**src/rtl/wallace_final_adder.sv**
```systemverilog
// wallace_final_adder: pipelined carry-propagate adder that turns the sum/carry rows of a Wallace tree into the final product
//   WIDTH-bit rows are added CHUNK bits per stage; the slice carry ripples stage to stage.
//   Ports: clk, rst (async, active high), in_valid/in_ready/in_sum/in_carry (upstream handshake and rows),
//          out_valid/out_ready/out_result (downstream handshake and (in_sum + in_carry) mod 2^WIDTH).
//   Define FINAL_ADDER_COUT_EN to add out_cout, the registered carry out of bit WIDTH-1.
module wallace_final_adder #(
  parameter int WIDTH = 16,
  parameter int CHUNK = 8
) (
  input  logic             clk,
  input  logic             rst,
  input  logic             in_valid,
  output logic             in_ready,
  input  logic [WIDTH-1:0] in_sum,
  input  logic [WIDTH-1:0] in_carry,
  output logic             out_valid,
  input  logic             out_ready,
  output logic [WIDTH-1:0] out_result
`ifdef FINAL_ADDER_COUT_EN
  ,
  output logic             out_cout
`endif
);
  localparam int STAGES = WIDTH / CHUNK;
  if (WIDTH % CHUNK != 0) begin : g_bad
    $error("wallace_final_adder: WIDTH must be a multiple of CHUNK");
  end
  logic             advance;
  logic             v  [STAGES];
  logic             nv [STAGES];
  logic             qc [STAGES];
  logic             nc [STAGES];
  logic [WIDTH-1:0] qa [STAGES];
  logic [WIDTH-1:0] qb [STAGES];
  logic [WIDTH-1:0] qr [STAGES];
  logic [WIDTH-1:0] na [STAGES];
  logic [WIDTH-1:0] nb [STAGES];
  logic [WIDTH-1:0] nr [STAGES];
  // the whole pipe moves or freezes together, so the only stall source is the output register
  assign advance  = !out_valid || out_ready;
  assign in_ready = advance;
  for (genvar s = 0; s < STAGES; s++) begin : g_st
    logic [WIDTH-1:0] ia, ib, ir;
    logic             ic;
    logic [CHUNK:0]   sum;
    if (s == 0) begin : g_head
      assign ia    = in_sum;
      assign ib    = in_carry;
      assign ir    = '0;
      assign ic    = 1'b0;
      assign nv[s] = in_valid;
    end else begin : g_tail
      assign ia    = qa[s-1];
      assign ib    = qb[s-1];
      assign ir    = qr[s-1];
      assign ic    = qc[s-1];
      assign nv[s] = v[s-1];
    end
    assign sum   = {1'b0, ia[s*CHUNK +: CHUNK]} + {1'b0, ib[s*CHUNK +: CHUNK]} + (CHUNK+1)'(ic);
    assign na[s] = ia;
    assign nb[s] = ib;
    assign nc[s] = sum[CHUNK];
    // splice this stage's slice into the result accumulated by the stages below
    assign nr[s] = (ir & ~(WIDTH'({CHUNK{1'b1}}) << (s*CHUNK))) | (WIDTH'(sum[CHUNK-1:0]) << (s*CHUNK));
  end
  always_ff @(posedge clk or posedge rst)
    if (rst) begin
      v  <= '{default: 1'b0};
      qc <= '{default: 1'b0};
      qa <= '{default: '0};
      qb <= '{default: '0};
      qr <= '{default: '0};
    end else if (advance) begin
      v  <= nv;
      qc <= nc;
      qa <= na;
      qb <= nb;
      qr <= nr;
    end
  assign out_valid  = v[STAGES-1];
  assign out_result = qr[STAGES-1];
`ifdef FINAL_ADDER_COUT_EN
  assign out_cout   = qc[STAGES-1];
`endif
endmodule
```
**config.mk**
```make
export PLATFORM = sky130hd
export DESIGN_NAME = wallace_final_adder
export DESIGN_NICKNAME = d
export VERILOG_FILES = /design/src/rtl/wallace_final_adder.sv
export SDC_FILE = /design/constraint.sdc
export NUM_CORES = 1
export LEC_CHECK = 0
export CORE_MARGIN = 5
export CORE_UTILIZATION = 45
export CTS_CLUSTER_SIZE = 14
export DETAILED_ROUTE_END_ITERATION = 12
export GPL_TIMING_DRIVEN = 0
export PLACE_DENSITY = 0.72
export SETUP_SLACK_MARGIN = 0.02
export SLEW_MARGIN = 15
export SYNTH_ARGS = -nofsm -noshare
export SYNTH_HDL_FRONTEND = slang
export SYNTH_SLANG_ARGS = --single-unit
```
**constraint.sdc**
```tcl
create_clock -name clk -period 2.55 [get_ports clk]
set_input_delay 0.51 -clock clk [delete_from_list [all_inputs] [get_ports clk]]
set_output_delay 0.51 -clock clk [all_outputs]
set_load 0.02 [all_outputs]
```
# After elaboration in Yosys (flattened, before gate mapping)
# Cells that the tools add are included.
op_classes:
  n_reduce_logical: 2
  add_sub_neg: 3
  bitwise: 1
ops:
  columns: ["operator", "count"]
  rows:
  - ["8-bit by 16-bit bitwise OR with 16-bit output", 1]
  - ["8-bit by 8-bit adder with 9-bit output", 1]
  - ["8-bit by 1-bit adder with 8-bit output", 1]
  - ["8-bit adder", 1]
  - ["1-bit zero test", 1]
  - ["1-bit logical OR", 1]
totals:
  input_bits: 36
  out_inout_bits: 18
  register_bits: 59
  wordCells: 13

# Depth between registers and ports, before layout
depth:
  depth_word: 3
  depth_mapped: 8
  mapped_depth_nobuf: 8

# Worst setup path after synthesis
# Ideal clock, no wire load.
synth_timing:
  path_kind: "input-to-reg"
  start: "input port in_sum[0]"
  end: "register qc, in the netlist g_st[1].ic"
  cell_stages: 7
  path_buffers: 0
  t_arrival_ps: 1874
  slack_ps: 548
  required_time_ps: 2422
  setup_ps: 128
  path_cell_list: "ha_1 fa_1 a21oi_1 o21ai_1 o31a_1 o21ai_0 a31oi_1"
synth_between:
  elab_chain_len: 1
synth_lines:
  columns: ["element", "line_no", "source"]
  rows:
  - ["from (decl)", "14", "input logic [WIDTH-1:0] in_sum,"]
  - ["8-bit by 8-bit adder with 9-bit output", "59", "assign sum = {1'b0, ia[s*CHUNK +: CHUNK]} + {1'b0, ib[s*CHUNK +: CHUNK]} + (CHUNK+1)'(ic);"]
  - ["to (signal assigned)", "75", "qc <= nc;"]
  - ["to (decl)", "31", "logic qc [STAGES];"]
# No other way between the ends.
# A chain may end at the register's enable or synchronous reset.

# Worst setup path after layout
# Same ends and word-level chain as after synthesis.

==> impl_metrics.xml <==
<?xml version="1.0" encoding="UTF-8"?>
<metrics>
  <group name="status">
    <metric name="status" unit="">complete, no violations</metric>
  </group>
  <group name="sta">
    <metric name="clock.fmax" unit="MHz">442</metric>
    <metric name="finalSetupViolations" unit="">0</metric>
    <metric name="hold_viol" unit="">0</metric>
    <metric name="final_slew_violations" unit="">0</metric>
    <metric name="setup_total_negative_slack" unit="ps">0</metric>
    <metric name="final_min_period_over_clock_period" unit="%">88.7</metric>
    <metric name="post_route_minimum_period" unit="ps">2260</metric>
    <metric name="grt_setup_unrepaired" unit="">false</metric>
    <metric name="clock-skew-final" unit="ps">5.68</metric>
    <metric name="worst_pin_slew" unit="ps">495</metric>
    <metric name="worst_relative_slew_slack" unit="%">67.0</metric>
    <metric name="fin_hold_ws" unit="ps">466</metric>
  </group>
  <group name="synthesis">
    <metric name="synthTopCellsByCount" unit="">sky130_fd_sc_hd__nand2_1, sky130_fd_sc_hd__dfrtp_1, sky130_fd_sc_hd__ha_1</metric>
    <metric name="count_of_flip_flops_with_a_built_in_enable_after_synthesis" unit="">0</metric>
    <metric name="netlist.area_leader.share" unit="%">49.5</metric>
    <metric name="postSynthRegisterBits" unit="">43</metric>
    <metric name="post-synth-top-count-cell" unit="">sky130_fd_sc_hd__nand2_1</metric>
    <metric name="synth.yosys.warnings" unit="">0</metric>
    <metric name="syn-mean-instance-area" unit="um2">9.09</metric>
    <metric name="netlist_area" unit="um2">2170</metric>
    <metric name="postSynthNetCount" unit="">292</metric>
    <metric name="sequential_area_share_after_synthesis" unit="%">49.5</metric>
    <metric name="synth_top_cells_by_area" unit="">sky130_fd_sc_hd__dfrtp_1, sky130_fd_sc_hd__nand2_1, sky130_fd_sc_hd__ha_1</metric>
    <metric name="netlist_instances" unit="">239</metric>
    <metric name="asyncSetResetFlopFracSynth" unit="%">100</metric>
    <metric name="ys_types" unit="">31</metric>
    <metric name="synth-main-ff-cell" unit="">sky130_fd_sc_hd__dfrtp_1</metric>
    <metric name="yosys.area.top_type" unit="">sky130_fd_sc_hd__dfrtp_1</metric>
  </group>
  <group name="grt">
    <metric name="globalRouteTotalUtil" unit="%">15.8</metric>
    <metric name="pin_count_of_the_biggest_net_entering_global_routing" unit="">31</metric>
    <metric name="via_count_of_the_first_global_routing_pass" unit="">1699</metric>
    <metric name="overflow" unit="">0</metric>
    <metric name="first_pass_grt_wire_length" unit="um">7770</metric>
    <metric name="antenna_found_initial" unit="">0</metric>
  </group>
  <group name="pwr">
    <metric name="leakagePower" unit="nW">1.34</metric>
    <metric name="pwr-share-clk" unit="%">19.2</metric>
    <metric name="peak_supply_drop" unit="uV">318</metric>
    <metric name="power_density" unit="nW/um2">750</metric>
    <metric name="net_switching_power" unit="uW">734</metric>
    <metric name="seqPwrFrac" unit="%">42.8</metric>
    <metric name="p_comb_share" unit="%">38.0</metric>
    <metric name="netSwitchingFraction" unit="%">34.0</metric>
    <metric name="total_power" unit="mW">2.16</metric>
    <metric name="intPower" unit="mW">1.42</metric>
  </group>
  <group name="placement">
    <metric name="hpwlAfterDp" unit="um">3560</metric>
    <metric name="gp_congestion" unit="">0.816</metric>
    <metric name="buffer_ports.inserted" unit="">53</metric>
  </group>
  <group name="worst_setup_path">
    <metric name="worstSetupPathType" unit="">in2reg</metric>
    <metric name="crit_path_end_kind" unit="">register</metric>
    <metric name="timing.critical_path.required" unit="ps">2720</metric>
    <metric name="timing.critical_path.slowest_stage_cell" unit="">sky130_fd_sc_hd__fa_1</metric>
    <metric name="timing.critical_path.max_delay_family" unit="">compound AO/OA/AOI/OAI gates</metric>
    <metric name="slowest_delay" unit="ps">420</metric>
    <metric name="worstPathArrival" unit="ps">2440</metric>
    <metric name="start_kind" unit="">input pin</metric>
    <metric name="worst-path-buf-inv" unit="">1</metric>
    <metric name="timing.critical_path.cells" unit="">clkdlybuf4s50_1, ha_1, fa_1, a21oi_1, o21ai_1, o31a_1, o21ai_0, a31oi_1</metric>
    <metric name="worstPathMaxFanout" unit="">3</metric>
    <metric name="regToRegSetupSlack" unit="ps">490</metric>
  </group>
  <group name="clock_tree">
    <metric name="deepest_level_of_the_cts_h_tree" unit="">2</metric>
    <metric name="post_cts_hold_buffer_count" unit="">0</metric>
    <metric name="clk-insertion-delay-late" unit="ps">290</metric>
    <metric name="clock_slew_at_reported_path_ffs" unit="ps">80</metric>
    <metric name="cts.root.buffer_cell" unit="">sky130_fd_sc_hd__clkbuf_8</metric>
    <metric name="post_cts.repair.setup_buffers" unit="">0</metric>
    <metric name="cts_num_sinks" unit="">43</metric>
    <metric name="post_cts_resized" unit="">1</metric>
    <metric name="cts_made_buffers" unit="">5</metric>
    <metric name="cts_max_path_buffers" unit="">2</metric>
    <metric name="cts_tree" unit="">yes</metric>
  </group>
  <group name="floorplanning">
    <metric name="die_area" unit="um2">6320</metric>
    <metric name="floorplan.die.height" unit="um">79.5</metric>
    <metric name="fp.dieW" unit="um">79.5</metric>
    <metric name="io_pins" unit="">54</metric>
    <metric name="floorplan.core_area" unit="um2">4690</metric>
    <metric name="placementRows" unit="">25</metric>
    <metric name="effective_utilization_at_floorplan" unit="%">46.3</metric>
  </group>
  <group name="final_layout">
    <metric name="final_layout_size_suffix_gt1_share" unit="%">5.00</metric>
    <metric name="syn2layout_area_growth" unit="%">32.2</metric>
    <metric name="final_net_count" unit="">352</metric>
    <metric name="antennaDiodeCount" unit="">0</metric>
  </group>
  <group name="routing">
    <metric name="wl" unit="um">4710</metric>
    <metric name="drc" unit="">0</metric>
    <metric name="vias" unit="">1814</metric>
    <metric name="dr_wl_cell" unit="um">13.3</metric>
    <metric name="detail_route.first_pass.iterations" unit="">4</metric>
    <metric name="initialDrtViolationCount" unit="">86</metric>
    <metric name="detail-route-antenna-nets" unit="">0</metric>
    <metric name="drt-vias-per-instance" unit="">5.12</metric>
  </group>
  <group name="min_path">
    <metric name="timing.hold.worst.class" unit="">reg2reg</metric>
  </group>
  <group name="run">
    <metric name="maxCapViolCount" unit="">0</metric>
  </group>
</metrics>
[registers in the layout, summed over array words and instances (netlist names)]
register / flops
g_st.ib: 8
out_valid: 1
nv: 1
g_st.ir: 8
g_st.ia: 8
g_st.ic: 1
out_result: 16
[cells by family after synthesis]
logic type,share of synthesized area (%)
adders and majority gates,10.8
buffers and inverters,2.71
DFF,49.5
and+or+nand+nor,20.7
xor gates and xnor gates,2.82
AOI/OAI and AO/OA,13.5
[worst min-delay path, stage by stage (launching register included)]
cell and delay, ps:
sky130_fd_sc_hd__dfrtp_1 340, sky130_fd_sc_hd__nand2_1 50, sky130_fd_sc_hd__nand2_1 50
[final cells by class]
class / count / area [um2]
well taps: 54 / 67.6
plain buffers: 8 / 32.5
fillers: 433 / 1820
clock inverters: 1 / 5.00
multi-input cells: 181 / 1040
repair buffers: 54 / 553
clock buffers: 7 / 76.3
inverters: 6 / 25.0
flip-flops and latches: 43 / 1080
[per-stage QoR]
| step | utilization (%) | instance area (um2) | cells | worst slack [ps] |
|---|---|---|---|---|
| 3_5_place_dp | 59.5 | 2790 | 347 | -441 |
| 4_1_cts | 61.2 | 2870 | 354 | 21.5 |
| 2_1_floorplan | - | 2170 | 239 | 548 |
| 5_1_grt | 61.3 | 2870 | 354 | 181 |
| 3_3_place_gp | 59.1 | 2770 | 346 | -427 |
| 6_report | 61.3 | 2870 | 354 | 289 |
[placed cells by master (no fill, tap or decap), drive strengths merged]
cell	synthesis	final
a211oi	5	5
a21o	3	3
a21oi	7	7
a31oi	3	3
buf	3	4
clkbuf	6	12
clkdlybuf4s50	0	52
clkinv	0	1
dfrtp	43	43
dlymetal6s2s	0	1
fa	3	3
ha	14	14
inv	6	6
nand2	90	90
nand2b	1	1
nand4b	1	1
nor2	9	9
nor2b	4	4
nor3	6	6
nor3b	1	1
o21a	2	2
o21ai	18	18
o21bai	2	2
o311ai	1	1
o31a	2	2
o31ai	2	2
xnor2	3	3
xor2	4	4
[per-layer routing]
metal  up-vias  global-route usage [%]  share of wire, %
met5         -                       0                 0
met4         0                    5.33               1.8
met3         9                    4.06               5.5
met2        40                    26.0                48
met1       853                    20.3                45
li1        912                       -                 -
[power by group through the flow]
stage	clock network, mW	logic [mW]	registers [mW]
detailed placement	0	0.826	0.938
global route	0.460	0.902	0.951
floorplan	0	0.370	1.04
finish	0.414	0.820	0.923
global placement	0	0.809	0.935
CTS	0.425	0.830	0.924
[final timing paths]
kind | to | depth (start not counted) | start
max | g_st[1].ic$_DFFE_PP0P_ | 8 | in_sum[0]
min | nv[0]$_DFFE_PP0P_ | 2 | nv[0]$_DFFE_PP0P_
max reg2reg | out_result[14]$_DFFE_PP0P_ | 8 | g_st[1].ic$_DFFE_PP0P_
min reg2reg | nv[0]$_DFFE_PP0P_ | 2 | nv[0]$_DFFE_PP0P_
max in group asynchronous | g_st[1].ia[8]$_DFFE_PP0P_ | 3 | rst
min in group asynchronous | g_st[1].ia[10]$_DFFE_PP0P_ | 2 | rst
Note: power is estimated with default switching activity, not from simulation.
